### config.mk
export PLATFORM = sky130hd
export DESIGN_NAME = mul32_seq
export DESIGN_NICKNAME = d
export VERILOG_FILES = /design/src/rtl/alu32_pkg.sv /design/src/rtl/addn_co.sv /design/src/rtl/mul32_seq.sv
export SDC_FILE = /design/constraint.sdc
export NUM_CORES = 1
export LEC_CHECK = 0
export CAP_MARGIN = 20
export CORE_MARGIN = 1
export CORE_UTILIZATION = 50
export DETAILED_ROUTE_END_ITERATION = 10
export GPL_TIMING_DRIVEN = 1
export PLACE_DENSITY = 0.77
export SKIP_LAST_GASP = 1
export SLEW_MARGIN = 20
export SYNTH_ARGS = -nofsm -noshare
export SYNTH_HDL_FRONTEND = slang
export SYNTH_SLANG_ARGS = --single-unit
### constraint.sdc
create_clock -name clk -period 26.8 [get_ports clk]
set_input_delay 5.36 -clock clk [delete_from_list [all_inputs] [get_ports clk]]
set_output_delay 5.36 -clock clk [all_outputs]
set_load 0.02 [all_outputs]
### src/rtl/alu32_pkg.sv
// Shared definitions for the ALU32 datapath blocks: multiplier FSM states and
// the default operand width with its derived counter width.
package alu32_pkg;

  localparam int MUL_N     = 32;
  localparam int MUL_CNT_W = $clog2(MUL_N);

  typedef enum logic [1:0] {
    IDLE = 2'd0,
    RUN  = 2'd1,
    DONE = 2'd2
  } mul_state_t;

endpackage

### src/rtl/addn_co.sv
// Combinational N-bit ripple-carry adder with carry-out and no carry-in.
// Built from full-adder cells so the carry chain is explicit.
module addn_co #(
  parameter int N = 32
) (
  input  logic [N-1:0] a,
  input  logic [N-1:0] b,
  output logic [N-1:0] sum,
  output logic         co
);

  logic [N:0] carry;

  assign carry[0] = 1'b0;

  // One full-adder cell per bit, carry rippling from bit 0 upward.
  for (genvar i = 0; i < N; i++) begin : g_fa
    assign sum[i]     = a[i] ^ b[i] ^ carry[i];
    assign carry[i+1] = (a[i] & b[i]) | (carry[i] & (a[i] ^ b[i]));
  end

  assign co = carry[N];

endmodule

### src/rtl/mul32_seq.sv
// Sequential unsigned shift-add multiplier. One N-bit adder is reused for
// every partial product; a result is returned N+1 cycles after a start.
//
// Handshake: start is sampled at a rising edge and accepted only in IDLE or
// DONE; a and b are captured with an accepted start. busy is high for the N
// RUN cycles, done is a one-cycle pulse while in DONE, and product holds the
// result from the done cycle until the first RUN update of the next operation.
// start seen during RUN is ignored.
module mul32_seq
  import alu32_pkg::*;
#(
  parameter int N = MUL_N
) (
  input  logic           clk,
  input  logic           rst,
  input  logic           start,
  input  logic [N-1:0]   a,
  input  logic [N-1:0]   b,
  output logic           busy,
  output logic           done,
  output logic [2*N-1:0] product,
  output mul_state_t     state
);

  localparam int CNT_W = $clog2(N);
  localparam logic [CNT_W-1:0] CNT_LAST = CNT_W'(N - 1);

  mul_state_t state_q, state_d;

  logic [N-1:0]     mcand;
  logic [N:0]       acc;    // carry bit plus upper half of the running product
  logic [N-1:0]     mq;     // lower half; starts as the multiplier
  logic [CNT_W-1:0] cnt;

  logic             load;
  logic             step;

  logic [N-1:0]     addend;
  logic [N-1:0]     sum;
  logic             co;

  // Partial-product select: add the multiplicand only when the current
  // multiplier bit is set.
  assign addend = mq[0] ? mcand : '0;

  addn_co #(.N(N)) u_add (
    .a   (acc[N-1:0]),
    .b   (addend),
    .sum (sum),
    .co  (co)
  );

  // Next-state and control decode; start is only honoured in IDLE or DONE.
  always_comb begin
    state_d = state_q;
    load    = 1'b0;
    step    = 1'b0;
    case (state_q)
      IDLE: begin
        if (start) begin
          load    = 1'b1;
          state_d = RUN;
        end
      end
      RUN: begin
        step = 1'b1;
        if (cnt == CNT_LAST) state_d = DONE;
      end
      DONE: begin
        if (start) begin
          load    = 1'b1;
          state_d = RUN;
        end else begin
          state_d = IDLE;
        end
      end
      default: state_d = IDLE;
    endcase
  end

  // State register; busy/done are registered from the next state so they
  // come straight off flops.
  always_ff @(posedge clk or posedge rst) begin
    if (rst) begin
      state_q <= IDLE;
      busy    <= 1'b0;
      done    <= 1'b0;
    end else begin
      state_q <= state_d;
      busy    <= (state_d == RUN);
      done    <= (state_d == DONE);
    end
  end

  // Datapath: operand capture on an accepted start, one add-and-shift per
  // RUN cycle. The shifted-in top bit of acc is always zero.
  always_ff @(posedge clk or posedge rst) begin
    if (rst) begin
      mcand   <= '0;
      acc     <= '0;
      mq      <= '0;
      cnt     <= '0;
      product <= '0;
    end else if (load) begin
      mcand <= a;
      mq    <= b;
      acc   <= '0;
      cnt   <= '0;
    end else if (step) begin
      acc     <= {1'b0, co, sum[N-1:1]};
      mq      <= {sum[0], mq[N-1:1]};
      cnt     <= cnt + 1'b1;
      product <= {co, sum, mq[N-1:1]};
    end
  end

  // The carry slot of acc is consumed by the shift every cycle, so it must
  // never hold a one between updates.
  acc_top_zero : assert property (@(posedge clk) disable iff (rst) acc[N] == 1'b0);

  assign state = state_q;

endmodule

==> run metrics <==
power per cell area=134 nW/um^2; H-Tree Depth=4; CP Capture Type=register; Critical Setup Path Class=register to register; Slew Limit Fails=0; CTS tree=yes; post-CTS sizing=0; CP required=27.08 ns; Slew headroom=37.3%; FMAX=0.0683 GHz; # setup viols final=0; part of the Yosys area used for sequential elements=57.7%; r2r endpoint=product[62]$_DFFE_PP0P_; Startpoint Class=register; Total GRT Usage=23.5%; cell count after synthesis=720; # nets final=932; Worst Clk Skew=0.00537 ns; DP HPWL=10700 microns; first-pass GRT wire length=26900 microns; Mapped Avg Cell Area=10.2 sq um; Routed WL per cell=16.1 microns; die area=15100 sq um; commonest non-fill, non-tap cells in the layout=nand2_1, dfrtp_1, clkdlybuf4s50_1, o21ai_1, nand3_1; Vias/cell=5.28; Final period util=54.6%; Hold Crit Class=register to register; Overflow after GRT=0; status=complete, no violations; Leak=4.24 nW; buffers added on ports=134; layout cells sized above 1=5.09%; worst-path fanout max=33; DRT iter0 DRCs=413; area grow syn2layout=27.9%; vias=5407; Post-synth ARST share=100%; post-route ant nets=0; final setup TNS=0 ns; Final Hold Vio Count=0; gp weighted congestion=0.803; chip width=123 microns; RSZ-0062 raised after global routing=no; R2R Setup Slk=12.16 ns; MaxCap Viol Count=0; residual DRC count=0; antenna fix cells=0; Max Root-Sink Buffers=2; VDD IR max=0.0633 mV; CORE AREA=14100 sq um; Netlist cell types=26; Core Util, Final=66.5%; Num CTS Buffers=17; vias in the first global route=5405; Post-CTS Hold Buffers=0; post-synth net total=821; Post-CTS Setup Inserts=0; synth warn=0; initial antenna violation count=0; WP data arrival=14.92 ns; Post-Synthesis Cell Area=7330 sq um; Synth Flop Type=dfrtp_1; Pwr Total=1.26 mW; total routed wirelength=16500 microns; root buffer cell=clkbuf_16; commonest non-fill, non-tap cell in the layout=nand2_1; Die Y=123 microns; Max stage delay cell, worst path=fa_1; worst-margin pin slew=0.941 ns; RR Startpoint=mq[0]$_DFFE_PP0P_; largest net degree at the start of global routing=107; starting density of the core=52.0%; Cell Rows=43; Pre-antenna DRT Iters=5; Final min period=14.64 ns; Yosys reg bits=169; worst setup path end=product[62]$_DFFE_PP0P_; Critical path origin=mq[0]$_DFFE_PP0P_; worst-case reg-to-reg path depth=36; CP peak stage delay=0.54 ns; CTS sink cnt=169; CP dominant cell by count=fa_1; clock slew at reported path FFs=0.06 ns; later-pin clock latency in the skew report=0.42 ns; Post-synth EDFFs=0; Top-Level Pins=135
-- metrics by stage --
step	hold slack (ns)	worst slack [ns]	std cells	instance area [sq um]
floorplan	0.437	12.93	720	7330
global placement	0.452	12.60	992	8710
detailed placement	0.461	12.29	992	8710
CTS	0.475	12.08	1024	9380
global route	0.496	11.69	1024	9380
finish	0.473	12.16	1024	9380
-- cells in the mapped netlist (2+ instances only) --
library cell	n	area share, %
o2bb2ai_1	32	3.8
o21ai_1	35	2.4
clkbuf_1	19	0.97
a22oi_1	32	3.3
nand2b_1	2	0.17
fa_1	31	8.5
and2_1	3	0.26
nand2_1	288	15
nand3_1	33	2.3
buf_2	17	1.2
inv_1	33	1.7
dfrtp_1	169	58
buf_1	2	0.10
ha_1	3	0.51
a22o_1	2	0.24
buf_4	9	0.92
-- kinds of logic (layout without fill, tap and decap cells) --
logic type	Yosys count	count (layout)	synth area share (%)
compound gates	101	101	9.73
buf+inv	81	205	5.00
fa+ha+maj	34	34	8.98
flops	169	169	57.7
simple gates	333	333	18.3
xor+xnor	1	1	0.120
mux	1	1	0.137
-- how the worst min path moves through the flow --
stage | start | end | cells after the start
final | cnt[3]$_DFFE_PP0P_ | cnt[3]$_DFFE_PP0P_ | 1
after global routing | mcand[15]$_DFFE_PP0P_ | mcand[15]$_DFFE_PP0P_ | 2
after CTS | cnt[3]$_DFFE_PP0P_ | cnt[3]$_DFFE_PP0P_ | 1
after detailed placement | product[1]$_DFFE_PP0P_ | product[1]$_DFFE_PP0P_ | 2
after global placement | mcand[0]$_DFFE_PP0P_ | mcand[0]$_DFFE_PP0P_ | 2
after floorplan | cnt[3]$_DFFE_PP0P_ | cnt[3]$_DFFE_PP0P_ | 1
-- report_power, final --
group          total (mW)  internal, mW  leakage [nW]  switching [mW]
clock network       0.272         0.173         0.319          0.0991
logic               0.524         0.230          1.85           0.295
registers           0.463         0.385          2.07          0.0773
-- final cells by class --
cell class	instances	area, sq um
Clock buffer	21	470
Clock inverter	11	193
Fill cell	1060	4720
Inverter	33	129
Multi-Input combinational cell	470	2740
Sequential cell	169	4230
Tap cell	180	225
Timing Repair Buffer	140	1390
-- flip-flops by register name, summed over array words and instances (netlist names) --
signal and flops:
mcand 32, done 1, mq 32, acc 32, cnt 5, state 2
product 64, busy 1
-- layer usage --
layer / routed length, microns / share of wire (%) / track usage (%)
met3: 790 / 4.8 / 5.17
met5: 0 / 0 / 0
met4: 257 / 1.6 / 8.58
met1: 7070 / 43 / 30.8
met2: 8340 / 51 / 38.7
-- worst max-delay path: cells and delay by family (launching register included) --
kind | cells | cell delay (ns)
buffers and inverters | 2 | 0.37
flip-flops | 1 | 0.32
adder cells (fa/ha/maj) | 32 | 13.53
AND/OR/NAND/NOR | 1 | 0.18
AO/OA/AOI/OAI | 1 | 0.07
(Power assumes the default switching activity.)
